## src/rtl/pbpix_tagger.sv

```systemverilog
// ---- pbpix_tagger : pixel FIFO tagging zero pixels, frame-last and per-frame zero count ----
// ---- Revision 1.0 ----
`default_nettype none

module pbpix_tagger #(
  parameter int DW    = 8,
  parameter int DEPTH = 4,
  parameter int COLS  = 16,
  parameter int ROWS  = 16,
  localparam int ZW   = $clog2(COLS*ROWS+1)
) (
  input  logic          i_clk,
  input  logic          i_rstn,
  input  logic          i_clear,
  input  logic          src_rdy,
  output logic          src_ack,
  input  logic [DW-1:0] src_data,
  output logic          dst_rdy,
  input  logic          dst_ack,
  output logic          dst_zero,
  output logic [DW-1:0] dst_data,
  output logic          dst_last,
  output logic          frame_done,
  output logic [ZW-1:0] zero_cnt
);

  localparam int AW = $clog2(DEPTH);
  localparam int CW = (COLS > 1) ? $clog2(COLS) : 1;
  localparam int RW = (ROWS > 1) ? $clog2(ROWS) : 1;

  logic [DW-1:0] mem_q [DEPTH];
  logic [AW-1:0] wptr_q, wptr_d, rptr_q, rptr_d;
  logic [AW:0]   cnt_q, cnt_d;
  logic [CW-1:0] col_q, col_d;
  logic [RW-1:0] row_q, row_d;
  logic [ZW-1:0] zrun_q, zrun_d, zcnt_q, zcnt_d;
  logic          fdone_q, fdone_d;

  logic          w_full, w_empty, w_push, w_pop;
  logic [DW-1:0] w_head;

  assign w_full  = (cnt_q == (AW+1)'(DEPTH));
  assign w_empty = (cnt_q == '0);
  assign w_head  = mem_q[rptr_q];

  // Gating with i_rstn keeps src_ack low while reset is held, yet high right after release.
  assign src_ack    = i_rstn && !w_full && !i_clear;
  assign dst_rdy    = !w_empty;
  assign dst_data   = dst_rdy ? w_head : '0;
  assign dst_zero   = dst_rdy && (w_head == '0);
  assign dst_last   = dst_rdy && (col_q == CW'(COLS-1)) && (row_q == RW'(ROWS-1));
  assign frame_done = fdone_q;
  assign zero_cnt   = zcnt_q;

  assign w_push = src_rdy && src_ack;
  assign w_pop  = dst_rdy && dst_ack && !i_clear;

  always_comb begin
    wptr_d  = wptr_q;
    rptr_d  = rptr_q;
    cnt_d   = cnt_q;
    col_d   = col_q;
    row_d   = row_q;
    zrun_d  = zrun_q;
    zcnt_d  = zcnt_q;
    fdone_d = 1'b0;
    if (i_clear) begin
      wptr_d = '0;
      rptr_d = '0;
      cnt_d  = '0;
      col_d  = '0;
      row_d  = '0;
      zrun_d = '0;
      zcnt_d = '0;
    end else begin
      if (w_push) wptr_d = wptr_q + AW'(1);
      if (w_pop)  rptr_d = rptr_q + AW'(1);
      case ({w_push, w_pop})
        2'b10:   cnt_d = cnt_q + (AW+1)'(1);
        2'b01:   cnt_d = cnt_q - (AW+1)'(1);
        default: cnt_d = cnt_q;
      endcase
      if (w_pop) begin
        if (col_q == CW'(COLS-1)) begin
          col_d = '0;
          row_d = (row_q == RW'(ROWS-1)) ? '0 : row_q + RW'(1);
        end else begin
          col_d = col_q + CW'(1);
        end
        // The last pixel's own zero flag is folded into the published count.
        if (dst_last) begin
          zcnt_d  = zrun_q + ZW'(dst_zero);
          zrun_d  = '0;
          fdone_d = 1'b1;
        end else begin
          zrun_d = zrun_q + ZW'(dst_zero);
        end
      end
    end
  end

  always_ff @(posedge i_clk or negedge i_rstn) begin
    if (!i_rstn) begin
      wptr_q  <= '0;
      rptr_q  <= '0;
      cnt_q   <= '0;
      col_q   <= '0;
      row_q   <= '0;
      zrun_q  <= '0;
      zcnt_q  <= '0;
      fdone_q <= 1'b0;
    end else begin
      wptr_q  <= wptr_d;
      rptr_q  <= rptr_d;
      cnt_q   <= cnt_d;
      col_q   <= col_d;
      row_q   <= row_d;
      zrun_q  <= zrun_d;
      zcnt_q  <= zcnt_d;
      fdone_q <= fdone_d;
    end
  end

  always_ff @(posedge i_clk) begin
    if (w_push) mem_q[wptr_q] <= src_data;
  end

endmodule

`default_nettype wire
```

## config.mk

```make
export PLATFORM = sky130hd
export DESIGN_NAME = pbpix_tagger
export DESIGN_NICKNAME = d
export VERILOG_FILES = /design/src/rtl/pbpix_tagger.sv
export SDC_FILE = /design/constraint.sdc
export NUM_CORES = 1
export LEC_CHECK = 0
export CORE_MARGIN = 10
export CORE_UTILIZATION = 35
export DETAILED_ROUTE_END_ITERATION = 6
export GPL_TIMING_DRIVEN = 0
export PLACE_DENSITY = 0.57
export SLEW_MARGIN = 20
export SYNTH_ARGS = -nofsm -noshare
export SYNTH_HDL_FRONTEND = slang
export SYNTH_SLANG_ARGS = --single-unit
```

## constraint.sdc

```tcl
create_clock -name i_clk -period 8.26 [get_ports i_clk]
set_input_delay 1.652 -clock i_clk [delete_from_list [all_inputs] [get_ports i_clk]]
set_output_delay 1.652 -clock i_clk [all_outputs]
set_load 0.01 [all_outputs]
```

==> impl_results.md <==
- Status: completed
- Largest stage delay on the critical path: 0.63 ns
- Fin crit share: 56.69%
- Layout cells sized above 1: 10.20%
- Antenna violations before repair: 0
- Clock Root Buffer: clkbuf_8
- Crit end category: output pin
- Leakage: 1.461 nW
- Peak Freq: 0.2136 GHz
- Num CTS Buffers: 9
- CP max FO: 9
- P per Cell Area: 248.9 nW/um^2
- Reg clk slew, reported paths: 0.07 ns
- Non-filler instance count after layout: 412
- Asr flop ratio synth: 51.52%
- Worst path slowest cell: clkdlybuf4s50_1
- Setup TNS: 0 ns
- Worst-path cell chain: clkbuf_1, mux4_2, nor4_1, nand2_1, nor4_2, clkdlybuf4s50_1
- Hold path depth: 2
- Vias per Instance: 4.954
- Post-Syn Area: 3118 um^2
- Slew margin rel.: 58.14%
- Total GRT Usage: 10.55%
- Placer Congestion: 0.7825
- Critical Path RT: 6.61 ns
- Area delta synth->final: 22.83%
- DPL Wire Length: 4.618 mm
- Register area share after synthesis: 58.11%
- Synthesized area per cell: 12.28 um^2
- Die Wd: 114.4 um
- Post-synth top flop: dfrtp_1
- Antenna Nets Post-Route: 0
- Total grt overflow: 0
- H-tree levels: 3
- Postcts setup bufs: 0
- Rows: 34
- Synth Net Count: 276
- Distinct cells, synth: 44
- Post-synth EDFFs: 32
- I/O Buffers: 33
- Hold endpoint: zero_cnt[4]$_DFFE_PN0P_
- First-pass GRT wire length: 11.01 mm
- HP Start: zero_cnt[4]$_DFFE_PN0P_
- Min Tclk post-route: 4.682 ns
- Slew Viols, Final: 0
- Worst Reg-to-Reg Cells: 11
- YS warnings: 0
- Routed wire length: 6.477 mm
- Die Y: 114.4 um
- Nets: 321
- Post-route cell area: 3830 um^2
- Die area: 13,080 um^2
- Clk Latency, worst-skew pair: 0.35 ns
- Worst Tran Pin Value: 0.6241 ns
- Drc violations: 0
- Setup CP Type: register to output pin
- CTS tree: built
- Ant diodes: 0
- Maximum clock insertion buffer count: 2
- Post-cts hold buffer count: 0
- Reg2reg end: zrun_q[4]$_DFFE_PN0P_
- Drt pass-1 iters: 4
- Worst clock skew: 0.01238 ns
- Core area: 8678 um^2
- Final Hold Viols: 0
- Largest net degree at the start of global routing: 24
- Number of max-cap violations: 0
- Placed Area: 3598 um^2
- DR vias: 2,041
- Starting Density: 35.93%
- CP arrival: 3.03 ns
- Total power: 0.9533 mW
- Inst Count DP: 396
- R2R Setup Slk: 4.87 ns
- RSZ-0062 raised after global routing: no
- Worst reg2reg path startpoint: rptr_q[1]$_DFFE_PN0P_
- Synth Instances: 254
- Yosys reg bits: 66
- Final setup violation count: 0
- WL/cell: 15.72 um
- Iter 0 DRT Violations: 58
- Ports: 35
- Crit start category: register
- Post-layout util: 44.13%
- Vias in the first global route: 2,142
- Peak VDD IR: 0.0001290 V
- Clock sink total: 66
- CTS resizes: 0
- Worst hold path class: register to register
-- per-layer routing --
layer | share of wire (%) | up-vias | wire length, um | GRT usage, %
li1 | - | 1005 | - | -
met1 | 44 | 989 | 2826 | 12.41
met2 | 50 | 40 | 3250 | 17.82
met3 | 5.0 | 7 | 325 | 3.249
met4 | 1.2 | 0 | 75 | 3.509
met5 | 0 | - | 0 | 0
-- where the power goes --
group          internal (mW)  total [mW]  switching (mW)
Combinational          0.124       0.261           0.137
Sequential             0.360       0.374          0.0138
Clock                  0.176       0.318           0.142
Total                  0.660       0.953           0.293
-- logic make-up after synthesis --
kind of cell,count (synthesis),share of synthesized area (%)
AND/OR/NAND/NOR,92,14.93
flip-flops,66,58.11
buffers and inverters,19,2.849
AO/OA/AOI/OAI,43,8.789
multiplexers,14,8.387
XOR/XNOR,11,3.090
adder cells (fa/ha/maj),9,3.852
-- Yosys cell counts (4+ instances only) --
library cell,instances,area share (%)
nor2_1,19,2.3
edfxtp_1,32,31
nand3b_1,4,0.96
ha_1,8,3.2
a21oi_1,16,2.6
o21ai_0,12,1.9
mux2i_1,4,1.3
clkbuf_1,9,1.1
and2_1,13,2.6
xor2_1,4,1.1
nand3_1,8,1.3
mux4_1,5,4.2
dfrtp_1,34,27
inv_1,5,0.60
xnor2_1,7,2.0
o31ai_1,5,1.2
nor3_1,5,0.80
nand2_1,26,3.1
-- final cells by class --
| cell class | count | area [um^2] |
|---|---|---|
| Fill cell | 847 | 4848 |
| Inverter | 5 | 18.77 |
| Tap cell | 108 | 135.1 |
| Buffer | 14 | 70.07 |
| Clock inverter | 7 | 107.6 |
| Sequential cell | 66 | 1812 |
| Multi-Input combinational cell | 169 | 1217 |
| Timing Repair Buffer | 34 | 345.3 |
| Clock buffer | 9 | 123.9 |
-- layout by cell type (no fill, tap or decap), types with 5 or more instances in the layout --
cell type	netlist	layout
and2_1	13	13
nor3_1	5	5
nand2_1	26	26
clkbuf_1	9	9
nand3_1	8	8
clkdlybuf4s50_1	0	32
xnor2_1	7	7
ha_1	8	8
o31ai_1	5	5
clkbuf_8	0	9
mux4_1	5	5
o21ai_0	12	12
nor2_1	19	19
dfrtp_1	34	34
inv_1	5	5
edfxtp_1	32	32
a21oi_1	16	16
-- sequential cells by signal, summed over array words and instances (netlist names) --
| name | flops |
|---|---|
| row_q | 4 |
| frame_done | 1 |
| mem_q | 32 |
| col_q | 4 |
| zrun_q | 9 |
| wptr_q | 2 |
| rptr_q | 2 |
| zero_cnt | 9 |
| cnt_q | 3 |
-- critical path, delay by kind of cell, from the launching register on --
family,cells,cell delay (ns)
flip-flops,1,0.32
buffers and inverters,2,1.05
AND/OR/NAND/NOR,3,0.92
multiplexers,1,0.40
-- per-stage QoR --
step                setup slack (ns)  hold slack (ns)
finish                         3.578           0.4811
global route                   3.285           0.5178
CTS                            3.440           0.4877
detailed placement             3.632           0.4703
global placement               2.387           0.4617
floorplan                      4.496           0.4987
-- worst max path at each step --
stage,slack (ns),from,to
floorplan,4.50,i_clear,src_ack
global placement,2.39,i_rstn,src_ack
detailed placement,3.63,i_rstn,src_ack
CTS,3.44,rptr_q[1]$_DFFE_PN0P_,dst_zero
global route,3.29,rptr_q[1]$_DFFE_PN0P_,dst_zero
finish,3.58,rptr_q[1]$_DFFE_PN0P_,dst_zero
Note: power is estimated with default switching activity, not from simulation.
